$ cat config.mk
export PLATFORM = sky130hd
export DESIGN_NAME = coffee_brew_fsm
export DESIGN_NICKNAME = d
export VERILOG_FILES = /design/src/rtl/coffee_brew_fsm.sv
export SDC_FILE = /design/constraint.sdc
export NUM_CORES = 1
export LEC_CHECK = 0
export CORE_MARGIN = 5
export CORE_UTILIZATION = 47
export CTS_CLUSTER_DIAMETER = 150
export CTS_CLUSTER_SIZE = 8
export DETAILED_ROUTE_END_ITERATION = 7
export HOLD_SLACK_MARGIN = 0.05
export PLACE_DENSITY = 0.8
export SETUP_SLACK_MARGIN = 0.1
export SLEW_MARGIN = 20
export SYNTH_ARGS = -nofsm -noshare
export SYNTH_HDL_FRONTEND = slang
export SYNTH_SLANG_ARGS = --single-unit
$ cat constraint.sdc
create_clock -name clk -period 2.4 [get_ports clk]
set_clock_uncertainty 0.1 [all_clocks]
set_input_delay 0.48 -clock clk [delete_from_list [all_inputs] [get_ports clk]]
set_output_delay 0.48 -clock clk [all_outputs]
set_load 0.005 [all_outputs]
$ cat src/rtl/coffee_brew_fsm.sv
// Coffee machine brew sequencer: IDLE -> HEAT -> GRIND -> [PREINF] -> BREW -> DONE -> IDLE,
// with a water-fault ERR state, abort handling and a completed-cup counter.
// Optional pre-infusion phase is enabled by defining COFFEE_PREINFUSE_EN.
// All outputs are registered and decoded from the state alone (Moore).
module coffee_brew_fsm #(
  parameter int unsigned CNT_W      = 8,
  parameter int unsigned HEAT_CYC   = 16,
  parameter int unsigned GRIND_CYC  = 8,
  parameter int unsigned BREW_S_CYC = 20,
  parameter int unsigned BREW_L_CYC = 40,
  parameter int unsigned DONE_CYC   = 4,
`ifdef COFFEE_PREINFUSE_EN
  parameter int unsigned PREINF_CYC = 6,
`endif
  parameter int unsigned CUP_W      = 4
) (
  input  logic             clk,
  input  logic             reset,
  input  logic             start,
  input  logic             size,
  input  logic             water_ok,
  input  logic             abort,
  output logic [2:0]       state_out,
  output logic             heater,
  output logic             grinder,
  output logic             pump,
  output logic             ready,
  output logic             done,
  output logic             err,
  output logic [CUP_W-1:0] cup_cnt
);

  typedef enum logic [2:0] {
    StIdle   = 3'd0,
    StHeat   = 3'd1,
    StGrind  = 3'd2,
    StPreinf = 3'd3,
    StBrew   = 3'd4,
    StDone   = 3'd5,
    StErr    = 3'd6,
    StBad    = 3'd7
  } state_e;

  // Timer load values are N-1 so each timed state lasts exactly N cycles.
  localparam logic [CNT_W-1:0] HeatLd  = CNT_W'(HEAT_CYC - 1);
  localparam logic [CNT_W-1:0] GrindLd = CNT_W'(GRIND_CYC - 1);
  localparam logic [CNT_W-1:0] BrewSLd = CNT_W'(BREW_S_CYC - 1);
  localparam logic [CNT_W-1:0] BrewLLd = CNT_W'(BREW_L_CYC - 1);
  localparam logic [CNT_W-1:0] DoneLd  = CNT_W'(DONE_CYC - 1);
`ifdef COFFEE_PREINFUSE_EN
  localparam logic [CNT_W-1:0] PreLd   = CNT_W'(PREINF_CYC - 1);
`endif
  localparam logic [CNT_W-1:0] TmrOne  = CNT_W'(1);
  localparam logic [CUP_W-1:0] CupOne  = CUP_W'(1);

  state_e           state_q, state_d;
  logic [CNT_W-1:0] timer_q, timer_d;
  logic             size_q, size_d;
  logic [CUP_W-1:0] cup_q, cup_d;
  logic             heater_q, grinder_q, pump_q, ready_q, done_q, err_q;

  // Next-state, timer, size latch and cup counter logic.
  always_comb begin
    state_d = state_q;
    timer_d = timer_q;
    size_d  = size_q;
    cup_d   = cup_q;
    case (state_q)
      StIdle: begin
        timer_d = '0;
        if (start) begin
          if (water_ok) begin
            state_d = StHeat;
            timer_d = HeatLd;
            size_d  = size;
          end else begin
            state_d = StErr;
          end
        end
      end
`ifdef COFFEE_PREINFUSE_EN
      StHeat, StGrind, StPreinf, StBrew: begin
`else
      StHeat, StGrind, StBrew: begin
`endif
        if (abort) begin
          state_d = StIdle;
          timer_d = '0;
        end else if (!water_ok) begin
          state_d = StErr;
          timer_d = '0;
        end else if (timer_q != '0) begin
          timer_d = timer_q - TmrOne;
        end else begin
          case (state_q)
            StHeat: begin
              state_d = StGrind;
              timer_d = GrindLd;
            end
`ifdef COFFEE_PREINFUSE_EN
            StGrind: begin
              state_d = StPreinf;
              timer_d = PreLd;
            end
            StPreinf: begin
              state_d = StBrew;
              timer_d = size_q ? BrewLLd : BrewSLd;
            end
`else
            StGrind: begin
              state_d = StBrew;
              timer_d = size_q ? BrewLLd : BrewSLd;
            end
`endif
            default: begin
              state_d = StDone;
              timer_d = DoneLd;
            end
          endcase
        end
      end
      StDone: begin
        // DONE deliberately ignores abort and water_ok.
        if (timer_q != '0) begin
          timer_d = timer_q - TmrOne;
        end else begin
          state_d = StIdle;
          cup_d   = cup_q + CupOne;
        end
      end
      StErr: begin
        timer_d = '0;
        if (abort) state_d = StIdle;
      end
      default: begin
        // Illegal codes (7, and 3 when pre-infusion is disabled) recover to IDLE.
        state_d = StIdle;
        timer_d = '0;
      end
    endcase
  end

  // State, datapath and registered Moore outputs decoded from the next state.
  always_ff @(posedge clk or posedge reset) begin
    if (reset) begin
      state_q   <= StIdle;
      timer_q   <= '0;
      size_q    <= 1'b0;
      cup_q     <= '0;
      heater_q  <= 1'b0;
      grinder_q <= 1'b0;
      pump_q    <= 1'b0;
      ready_q   <= 1'b1;
      done_q    <= 1'b0;
      err_q     <= 1'b0;
    end else begin
      state_q   <= state_d;
      timer_q   <= timer_d;
      size_q    <= size_d;
      cup_q     <= cup_d;
      heater_q  <= (state_d == StHeat) || (state_d == StPreinf) || (state_d == StBrew);
      grinder_q <= (state_d == StGrind);
      pump_q    <= (state_d == StPreinf) || (state_d == StBrew);
      ready_q   <= (state_d == StIdle);
      done_q    <= (state_d == StDone);
      err_q     <= (state_d == StErr);
    end
  end

  assign state_out = state_q;
  assign heater    = heater_q;
  assign grinder   = grinder_q;
  assign pump      = pump_q;
  assign ready     = ready_q;
  assign done      = done_q;
  assign err       = err_q;
  assign cup_cnt   = cup_q;

endmodule

==> results.md <==
- Outcome: complete, no violations
- Tcrit/Tclk final: 0.964
- First-pass GRT wire length: approximately 5200 µm
- Worst path top cell family by delay: simple AND/OR/NAND/NOR gates
- Final setup fails: 0
- Total wire length: between 3000 and 4000 µm
- WP buf/inv: 0
- Area Overhead vs Synth: 34.7%
- Reg2reg start: timer_q[5]$_DFFE_PP0N_
- WL met2: between 1500 and 2000 µm
- Max-cap viol count: 0
- CTS buffer count: 3
- Initial antenna violation count: 0
- Worst hold-check path type: input pin to async pin
- Yosys reg bits: 22
- Endpoints failing hold: 0
- Top post-synthesis cells by area: dfrtp_1, xnor2_1, nor2_1
- Final Total Pwr: around 2.2 mW
- Final worst slack: 0.0870 ns
- Fin util: 0.663
- Initial DRC count: 46
- Crit path launch type: flip-flop
- Worst Setup End Kind: flip-flop
- Die Height: between 60 and 70 µm
- CP cell instances: or4_4, or4_4, a311oi_4, nor3_2, o21bai_1
- Boundary Pins: 19
- Worst Max-Slew Pin Slew: just under 0.5 ns
- Drc violations: 0
- Most Frequent Cell on Critical Path: or4_4
- CP arrival: ~2.4 ns
- RSZ-0062 raised after global routing: true
- Count leader, synth: dfrtp_1
- Crit path max-delay cell type: or4_4
- Seq/Total Area, Yosys: 0.448
- Routability cong.: roughly 0.9
- Core area: 0.00250 mm²
- Setup tns final: 0 ns
- Leading area contributor after synthesis: dfrtp_1
- Min Tclk post-route: 2.31 ns
- Die Area: roughly 0.0037 mm²
- Congestion Overflow GR: 0
- Number of synthesized flops with an enable pin: 0
- Clk_lat worst skew: 0.32 ns
- Worst-path clk slew: about 0.13 ns
- Initial Util: 0.492
- Highest Signal Layer: met4
- Max-slew violations: 0
- Gr usage total: 0.192
- Clock tree sinks: 22
- Vias in the first global route: approximately 1100
- Share of cells above drive strength 1: 0.227
- CP Max Fanout: 5
- Max Freq: between 400 and 500 MHz
- Post-Synthesis Cells: between 100 and 150
- Clk root buf: clkbuf_4
- Pre-CTS WS: -0.0307 ns
- NumNets Final: 173
- PortBufs: 18
- Leak: approximately 0.74 nW
- Most used DFF post-synth: dfrtp_1
- WL/cell: approximately 17 µm
- Netlist Area Pre-Place: approximately 0.0012 mm²
- CTS tree: built
- HPWL after detailed placement: roughly 2200 µm
- M1 WL: between 1000 and 1500 µm
- Met3 wire len: between 150 and 200 µm
- Synthesis Warnings: 0
- Setup CP Type: flip-flop to flip-flop
- Async SR Flop Fraction: 1.00
- Most frequent cells after synthesis: dfrtp_1, nor2_1, nand2_1, inv_1, xnor2_1
- Synthesized area per cell: a little under 10 µm²
- DR pass1 iterations: 4
- Top cell type's share of synthesized area: 0.427
- CTS H-tree depth: 1
- Worst Path Required: ~2.5 ns
- Rel. slew slack: 0.668
- Synthesized Nets: between 100 and 150
- Count of cell types in the netlist: 43
- Critical Path Max Stage Delay: 0.59 ns
- Pin count of the biggest net entering global routing: 20
- Vias after detailed routing: roughly 1100
- Die width: 61.2 µm
- Min Hold Slack: a little over 0.2 ns
- Power Density: approximately 1300 mW/mm²
- Peak supply drop: 0.827 mV
- DR vias/cell: ~5.9
- Clk buf depth: 2
- Post-DRT Antenna Nets: 0
- Num rows: 18
- R2R Setup Slk: about 0.087 ns
- Crit path from: timer_q[5]$_DFFE_PP0N_
- ANT cells: 0
-- timing repair --
item,in CTS,in global routing
gates cloned,0,0
hold buffers,0,0
endpoints found under the setup margin,2,3
hold endpoints to repair,0,0
resized for setup,7,2
pin swaps,3,4
buffers inserted,6,3
-- kinds of logic after synthesis --
family,share of synthesized area
AND/OR/NAND/NOR,0.227
AO/OA/AOI/OAI,0.180
flip-flops,0.448
buffers and inverters,0.0335
XOR/XNOR,0.0640
adder cells (fa/ha/maj),0.0386
multiplexers,0.00915
-- worst paths after layout --
kind	end	cells past startpoint
max	heater$_DFF_PP0_	5
min	cup_cnt[2]$_DFFE_PP0P_	2
max reg2reg	heater$_DFF_PP0_	5
min reg2reg	cup_cnt[3]$_DFFE_PP0P_	1
max in group asynchronous	ready$_DFF_PP1_	3
min in group clk	cup_cnt[3]$_DFFE_PP0P_	1
-- cells in the final DEF, fill, tap and decap left out, types with 3 or more instances in the layout --
master / count
dfrtp_1: 20
clkdlybuf4s50_1: 18
buf_4: 18
nor2_1: 11
nand2_1: 10
inv_1: 6
xnor2_1: 6
nand2b_1: 4
o21ai_0: 4
or3_1: 4
a21oi_1: 4
nor3_1: 3
xor2_1: 3
nand3_1: 3
o22ai_1: 3
clkbuf_4: 3
-- metal layers --
metal / track usage / vias up
met5: 0 / -
met4: 0.118 / 0
met3: 0.0503 / 16
met2: 0.308 / 50
met1: 0.229 / 546
li1: - / 532
-- cell type report --
type,count,area (µm²)
clock buffers,3,22.5
clock inverters,1,30.0
fillers,182,842
inverters,8,30.0
multi-input cells,93,669
flip-flops and latches,22,553
well taps,30,37.5
repair buffers,36,315
-- power by group --
group | switching, mW | leakage (nW) | internal, mW | total, mW
logic | 0.604 | 0.422 | 0.644 | 1.25
registers | 0.170 | 0.289 | 0.508 | 0.678
clock network | 0.124 | 0.0279 | 0.169 | 0.293
-- flip-flops by register name, summed over array words and instances, names as in the netlist --
name,flops
state_out,3
size_q,1
err,1
ready,1
done,1
timer_q,8
pump,1
grinder,1
cup_cnt,4
heater,1
-- metrics by stage --
step                area (µm²)  cells
detailed placement        1510    180
floorplan                 1230    126
global placement          1510    180
global route              1660    193
finish                    1660    193
CTS                       1630    190
Note: power is estimated with default switching activity, not from simulation.
